$ cat config.mk
export PLATFORM = sky130hd
export DESIGN_NAME = alarm_ring_controller
export DESIGN_NICKNAME = d
export VERILOG_FILES = /design/src/rtl/alarm_pkg.sv /design/src/rtl/time_add_min.sv /design/src/rtl/alarm_ring_controller.sv
export SDC_FILE = /design/constraint.sdc
export NUM_CORES = 1
export LEC_CHECK = 0
export CORE_MARGIN = 4
export CORE_UTILIZATION = 50
export DETAILED_ROUTE_END_ITERATION = 8
export PLACE_DENSITY = 0.8
export SLEW_MARGIN = 20
export SYNTH_ARGS = -nofsm -noshare
export SYNTH_HDL_FRONTEND = slang
export SYNTH_SLANG_ARGS = --single-unit
$ cat constraint.sdc
create_clock -name clk_1hz -period 3.9 [get_ports clk_1hz]
set_clock_uncertainty 0.05 [all_clocks]
set_input_delay 0.78 -clock clk_1hz [delete_from_list [all_inputs] [get_ports clk_1hz]]
set_output_delay 0.78 -clock clk_1hz [all_outputs]
set_load 0.02 [all_outputs]
$ cat src/rtl/alarm_pkg.sv
// Shared time-of-day constants and the alarm sequencer state type.
package alarm_pkg;

    localparam int TIME_W        = 6;
    localparam int HOURS_PER_DAY = 24;
    localparam int MIN_PER_HOUR  = 60;

    typedef enum logic [1:0] {
        DISARMED,
        ARMED,
        RINGING,
        SNOOZE
    } alarm_state_t;

endpackage

$ cat src/rtl/time_add_min.sv
// Combinational hh:mm + ADD_MIN minutes with minute and midnight wrap.
// ADD_MIN must lie in 1..59 so at most one hour carry can occur.
module time_add_min
    import alarm_pkg::*;
#(
    parameter int ADD_MIN = 5
) (
    input  logic [TIME_W-1:0] hour,
    input  logic [TIME_W-1:0] minute,
    output logic [TIME_W-1:0] sum_hour,
    output logic [TIME_W-1:0] sum_minute
);

    logic [TIME_W:0] m_sum;

    // NOTE: every output gets a value before any branch, so no latch can be inferred.
    always_comb begin
        m_sum      = {1'b0, minute} + (TIME_W+1)'(ADD_MIN);
        sum_hour   = hour;
        sum_minute = m_sum[TIME_W-1:0];
        if (m_sum >= (TIME_W+1)'(MIN_PER_HOUR)) begin
            sum_minute = TIME_W'(m_sum - (TIME_W+1)'(MIN_PER_HOUR));
            sum_hour   = (hour == TIME_W'(HOURS_PER_DAY - 1)) ? '0 : hour + TIME_W'(1);
        end
    end

endmodule

$ cat src/rtl/alarm_ring_controller.sv
// Alarm sequencer: arms, rings on the hh:mm:00 match, handles stop/snooze and ring timeout.
// Define BUZZER_PULSE_EN to make the buzzer toggle every clock while ringing.
module alarm_ring_controller
    import alarm_pkg::*;
#(
    parameter int RING_TIMEOUT = 60,
    parameter int SNOOZE_MIN   = 5,
    parameter int MAX_SNOOZE   = 3
) (
    input  logic              clk_1hz,
    input  logic              rst,
    input  logic [TIME_W-1:0] cur_h,
    input  logic [TIME_W-1:0] cur_m,
    input  logic [TIME_W-1:0] cur_s,
    input  logic [TIME_W-1:0] alm_h,
    input  logic [TIME_W-1:0] alm_m,
    input  logic              alarm_en,
    input  logic              snooze_btn,
    input  logic              stop_btn,
    output logic              buzzer,
    output logic              ringing,
    output logic              snoozing,
    output logic [1:0]        snooze_left
);

    localparam int CNT_W = (RING_TIMEOUT > 1) ? $clog2(RING_TIMEOUT) : 1;

    alarm_state_t      state;
    logic [CNT_W-1:0]  ring_cnt;
    logic [TIME_W-1:0] snz_h;
    logic [TIME_W-1:0] snz_m;
    logic [TIME_W-1:0] next_h;
    logic [TIME_W-1:0] next_m;
    logic              alarm_match;
    logic              snooze_match;

    // Both matches require second 0, so each fires once per minute at most.
    assign alarm_match  = (cur_h == alm_h) && (cur_m == alm_m) && (cur_s == '0);
    assign snooze_match = (cur_h == snz_h) && (cur_m == snz_m) && (cur_s == '0);

    time_add_min #(
        .ADD_MIN (SNOOZE_MIN)
    ) u_snooze_target (
        .hour       (cur_h),
        .minute     (cur_m),
        .sum_hour   (next_h),
        .sum_minute (next_m)
    );

    // NOTE: sequential state uses non-blocking assignments so every register samples pre-edge values.
    always_ff @(posedge clk_1hz) begin
        if (rst) begin
            state       <= DISARMED;
            buzzer      <= 1'b0;
            ringing     <= 1'b0;
            snoozing    <= 1'b0;
            snooze_left <= 2'(MAX_SNOOZE);
            ring_cnt    <= '0;
            snz_h       <= '0;
            snz_m       <= '0;
        end else if (!alarm_en) begin
            state       <= DISARMED;
            buzzer      <= 1'b0;
            ringing     <= 1'b0;
            snoozing    <= 1'b0;
            snooze_left <= 2'(MAX_SNOOZE);
            ring_cnt    <= '0;
        end else begin
            case (state)
                DISARMED: state <= ARMED;

                ARMED: begin
                    if (alarm_match) begin
                        state       <= RINGING;
                        ring_cnt    <= '0;
                        snooze_left <= 2'(MAX_SNOOZE);
                        buzzer      <= 1'b1;
                        ringing     <= 1'b1;
                    end
                end

                RINGING: begin
                    ring_cnt <= ring_cnt + CNT_W'(1);
                    if (stop_btn) begin
                        state   <= ARMED;
                        buzzer  <= 1'b0;
                        ringing <= 1'b0;
                    end else if (snooze_btn && (snooze_left != 2'd0)) begin
                        state       <= SNOOZE;
                        snooze_left <= snooze_left - 2'd1;
                        snz_h       <= next_h;
                        snz_m       <= next_m;
                        buzzer      <= 1'b0;
                        ringing     <= 1'b0;
                        snoozing    <= 1'b1;
                    end else if (ring_cnt == CNT_W'(RING_TIMEOUT - 1)) begin
                        state   <= ARMED;
                        buzzer  <= 1'b0;
                        ringing <= 1'b0;
                    end else begin
`ifdef BUZZER_PULSE_EN
                        buzzer <= ~buzzer;
`else
                        buzzer <= 1'b1;
`endif
                    end
                end

                SNOOZE: begin
                    // The primary alarm time is deliberately ignored here.
                    if (stop_btn) begin
                        state    <= ARMED;
                        snoozing <= 1'b0;
                    end else if (snooze_match) begin
                        state    <= RINGING;
                        ring_cnt <= '0;
                        buzzer   <= 1'b1;
                        ringing  <= 1'b1;
                        snoozing <= 1'b0;
                    end
                end

                default: state <= DISARMED;
            endcase
        end
    end

endmodule

# After elaboration in Yosys (flattened, before gate mapping)
# Index checks and enable logic that the tools add are counted.
[word_totals] output_inout_bits=5 regBits=25 inputBits=35
[classes] addsub=5 n_bitwise=2 eq_ne=16 order_cmp=1 reduce_logical=18 mux=34
[op_table] op="6-bit 2-to-1 mux" count=6
[op_table] op="6-bit equality test" count=4
[op_table] op="2-bit 2-to-1 mux" count=9
[op_table] op="6-bit one-hot mux with 3 select lines" count=1
[op_table] op="4-bit AND reduction" count=4
[op_table] op="1-bit 2-to-1 mux" count=13
[op_table] op="6-bit by 1-bit adder with 6-bit output, second input constant" count=2
[op_table] op="2-bit != test, second input constant" count=5
[op_table] op="2-bit one-hot mux with 4 select lines" count=1
[op_table] op="6-bit by 3-bit adder with 7-bit output, second input constant" count=1
[op_table] op="7-bit by 6-bit greater-or-equal comparator with 1-bit output, second input constant" count=1
[op_table] op="6-bit by 5-bit equality test with 1-bit output, second input constant" count=1
[op_table] op="6-bit equality test, second input constant" count=1
[op_table] op="6-bit zero test" count=1
[op_table] op="1-bit one-hot mux with 3 select lines" count=2
[op_table] op="2-bit nonzero test" count=3
[op_table] op="6-bit subtractor, second input constant" count=1
[op_table] op="1-bit logical AND" count=5
[op_table] op="5-bit AND reduction" count=1
[op_table] op="2-bit equality test, second input constant" count=2
[op_table] op="4-bit != test, second input constant" count=1
[op_table] op="2-bit one-hot mux with 2 select lines" count=1
[op_table] op="3-bit != test, second input constant" count=1
[op_table] op="3-bit AND reduction" count=1
[op_table] op="other kinds (7)" count=8

# Logic depth before layout (Yosys ltp)
[depth] ltp_word=6 ltp_mapped=9

# By module
# A second synthesis with hierarchy kept.
[hier_totals] cells_unflattened=224 area_unflattened_um2=1861.8
[by_module_without_submodules] module="alarm_ring_controller" area_per_inst_um2=1426.4 cells_per_inst=173 n_inst=1 seq_area_each_um2=500.5
[by_module_without_submodules] module="time_add_min" area_per_inst_um2=435.4 cells_per_inst=51 n_inst=1 seq_area_each_um2=0.0

# Worst setup path after synthesis
# No wires, ideal clock.
[synth_timing] path_type="input to register" start="input cur_s[3]" end="register ring_cnt[5]" cell_stages=6 slack_ps=919 t_arrival_ps=2794 path_buffers=1 path_cell_list="or4_4 -> or4_1 -> or4_1 -> buf_2 -> a32oi_4 -> a311oi_1"
[synth_between] elab_chain_cells=4 elab_cells_between_ends=6 classes_between="2 x eq/ne; 4 x reduce/logical"
[synth_rtl] element="start, declared" line_no="alarm_ring_controller.sv:14" source="input logic [TIME_W-1:0] cur_s,"
[synth_rtl] element="6-bit zero test (*)" line_no="alarm_ring_controller.sv:38, alarm_ring_controller.sv:39"
[synth_rtl] element="1-bit logical AND, on equally long branches" line_no="alarm_ring_controller.sv:39, alarm_ring_controller.sv:38"
[synth_rtl] element="2-bit != test (no line)"
[synth_rtl] element="4-bit AND reduction (no line) (*)"
[synth_rtl] element="end signal, assigned" line_no="alarm_ring_controller.sv:83" source="ring_cnt <= ring_cnt + CNT_W'(1);"
[synth_rtl] element="end, declared" line_no="alarm_ring_controller.sv:29" source="logic [CNT_W-1:0] ring_cnt;"
# Mark *: on every way between the ends. The rest lies on a longest branch, timed or not.
# A chain may end at the register's enable or synchronous reset.

# Worst setup path after layout
[layout_timing] start="input cur_s[3]" end="register ring_cnt[1]"
# The elaborated chain is that of the path after synthesis.

==> impl_metrics.env <==
export IMPL_cts_sinks=25
export IMPL_grt_pass1_vias=1520
export IMPL_ios=40
export IMPL_vias=1685
export IMPL_worstRegToRegCells=7
export IMPL_rr_endpoint="snz_h[1]"
export IMPL_cp_arrival_ns=3.40
export IMPL_ys_ff_latch=25
export IMPL_clk_latency_ns=0.32
export IMPL_r2r_start="snooze_left[0]"
export IMPL_die_width_um=67.02
export IMPL_yosys_top_cells_area="dfxtp_1, xnor2_1, xor2_1"
export IMPL_cts_buffer_depth=2
export IMPL_p_per_area_nw_per_um2=222.0
export IMPL_diodes=0
export IMPL_rsz0062_at_grt="no"
export IMPL_cts_resized_gates=0
export IMPL_synth_nets=256
export IMPL_yosys_top_cells_count="dfxtp_1, nor2_1, nand2_1"
export IMPL_core_rowCount=21
export IMPL_yosysTopAreaCell="dfxtp_1"
export IMPL_power_leakage_nw=0.7799
export IMPL_hold_class="reg -> reg"
export IMPL_gp_congestion=0.8536
export IMPL_min_to="snz_m[4]"
export IMPL_nFillCells=333
export IMPL_synth_edf_count=0
export IMPL_finalCriticalPeriod_ns=3.239
export IMPL_layout_nets=291
export IMPL_maxSlewViolCount=0
export IMPL_timing_fmax_mhz=308.8
export IMPL_drt_initial_drc_count=84
export IMPL_viasPerCell=5.693
export IMPL_syn_inst=216
export IMPL_fin_hold_ws_ns=0.4284
export IMPL_critPathCaptureType="register"
export IMPL_hold_viol_final=0
export IMPL_dp_hpwl_um=3210
export IMPL_start_util_pct=51.79
export IMPL_worst_hold_startpoint="snz_m[4]"
export IMPL_antenna_found_initial=0
export IMPL_area_growth_pct=26.29
export IMPL_yosys_warnings=0
export IMPL_r2r_slack_ns=1.65
export IMPL_hold_depth=2
export IMPL_required_ns=4.06
export IMPL_period_share_pct=83.04
export IMPL_grt_overflow_total=0
export IMPL_htreeDepth=1
export IMPL_cts_tree="done"
export IMPL_die_h_um=67.02
export IMPL_portBuffers=39
export IMPL_routed_wl_um=4134
export IMPL_finalPower_mw=0.4884
export IMPL_synth_area_per_cell_um2=8.063
export IMPL_setup_violations=0
export IMPL_cp_start_kind="input port"
export IMPL_ys_seq_area_share_pct=28.74
export IMPL_tightest_slew_ns=0.9075
export IMPL_clk_pin_slew_ns=0.14
export IMPL_post_cts_repair_setup_buffers=0
export IMPL_dp_slack_ns=0.3059
export IMPL_drive_gt1_share_pct=6.800
export IMPL_path_class="in -> reg"
export IMPL_first_pass_iters=4
export IMPL_status="finished clean"
export IMPL_ir_worst_vdd_mv=0.2229
export IMPL_synth_top_area_share_pct=28.74
export IMPL_dieArea_um2=4492
export IMPL_finalSetupTns_ns=0
export IMPL_ctsHoldBuffers=0
export IMPL_async_flop_share_pct=0
export IMPL_slew_headroom_pct=38.55
export IMPL_track_usage_pct=20.04
export IMPL_grt_pass1_wl_um=6851
export IMPL_core_area_um2=3363
export IMPL_drc=0
export IMPL_setup_ws_ns=0.6614
export IMPL_critPathMaxFanout=8
export IMPL_clockRootBuffer="clkbuf_4"
export IMPL_ys_types=44
export IMPL_wl_per_cell_um=13.97
export IMPL_yosysMostFrequentCell="dfxtp_1"
export IMPL_synth_area_um2=1742
export IMPL_maxCapViolCount=0
export IMPL_ant_nets=0
export IMPL_grt_max_degree=19
export IMPL_ys_flop_type="dfxtp_1"
export IMPL_numCtsBuffers=3
## placed cells by master (no fill, tap or decap), types with 2 or more instances in the layout
master            n
nand3b_1          2
a31oi_1           4
o21ai_0          13
clkdlybuf4s50_1  39
nor4_1            4
a311oi_1          4
xor2_1           14
nand3_1           8
and2_1            2
inv_1             4
nand4b_1          2
a211oi_1          8
xnor2_1          16
nand4_1           6
o31ai_1           2
or4_1             2
nor2_1           18
o21a_1            3
a21oi_1           9
nand2b_1          4
nor2b_1           5
ha_1              5
nand2_1          17
clkbuf_4          3
mux2_2            2
a21o_1            2
buf_4             5
mux2i_1           2
dfxtp_1          25
nor3_1            4
## how the worst max path moves through the flow
stage,from,to,slack [ns],depth (start not counted)
after global placement,cur_s[3],ring_cnt[5],0.37,6
after global routing,cur_m[1],snz_h[4],0.45,9
after floorplan,cur_s[3],ring_cnt[5],0.92,6
after CTS,cur_s[3],ring_cnt[1],0.66,6
after detailed placement,cur_s[3],ring_cnt[1],0.31,6
final,cur_s[3],ring_cnt[1],0.66,6
## per-stage QoR
stage | std cells | utilization, % | area, µm²
2_1_floorplan | 216 | - | 1742
3_3_place_gp | 292 | 64.62 | 2173
3_5_place_dp | 292 | 64.62 | 2173
4_1_cts | 296 | 65.40 | 2200
5_1_grt | 296 | 65.40 | 2200
6_report | 296 | 65.40 | 2200
## state kept, by name, indices dropped and copies added (netlist names)
signal       count
buzzer           1
ring_cnt         6
ringing          1
snooze_left      2
snoozing         1
snz_h            6
snz_m            6
state            2
## layer usage
layer | share of wire (%) | vias up | routed length [µm] | GRT usage [%]
met5 | 0 | - | 0 | 0
met4 | 1.0 | 0 | 43 | 3.797
met3 | 6.9 | 6 | 287 | 4.890
met2 | 47 | 58 | 1960 | 33.25
met1 | 45 | 763 | 1843 | 26.22
li1 | - | 858 | - | -
## report_power, final
group / internal [mW] / switching, mW / leakage (nW)
logic: 0.0633 / 0.0511 / 0.563
registers: 0.256 / 0.00154 / 0.202
clock network: 0.0400 / 0.0765 / 0.0150
## final cells by class
cell class                 instances  area [µm²]  share of cell area [%]
clock buffer                       4       26.28                   1.195
timing repair buffer              44       427.9                   19.45
inverter                           4       15.01                  0.6826
multi-input combinational        173        1172                   53.30
tap                               46       57.56                   2.617
sequential                        25       500.5                   22.75
## kinds of logic after synthesis
group           after synthesis  share of synthesized area (%)
compound gates               53                          21.48
fa+ha+maj                     5                          3.592
simple gates                 81                          24.71
mux                           4                          2.442
buf+inv                      18                          3.951
flops                        25                          28.74
xor+xnor                     30                          15.09
## worst max-delay path, cell delays in order
cell	delay, ns
clkdlybuf4s50_1	0.40
or4_4	0.54
or4_1	0.51
or4_1	0.68
a32oi_4	0.33
o21ai_0	0.15
No activity file was read; power rests on OpenSTA's default activity.
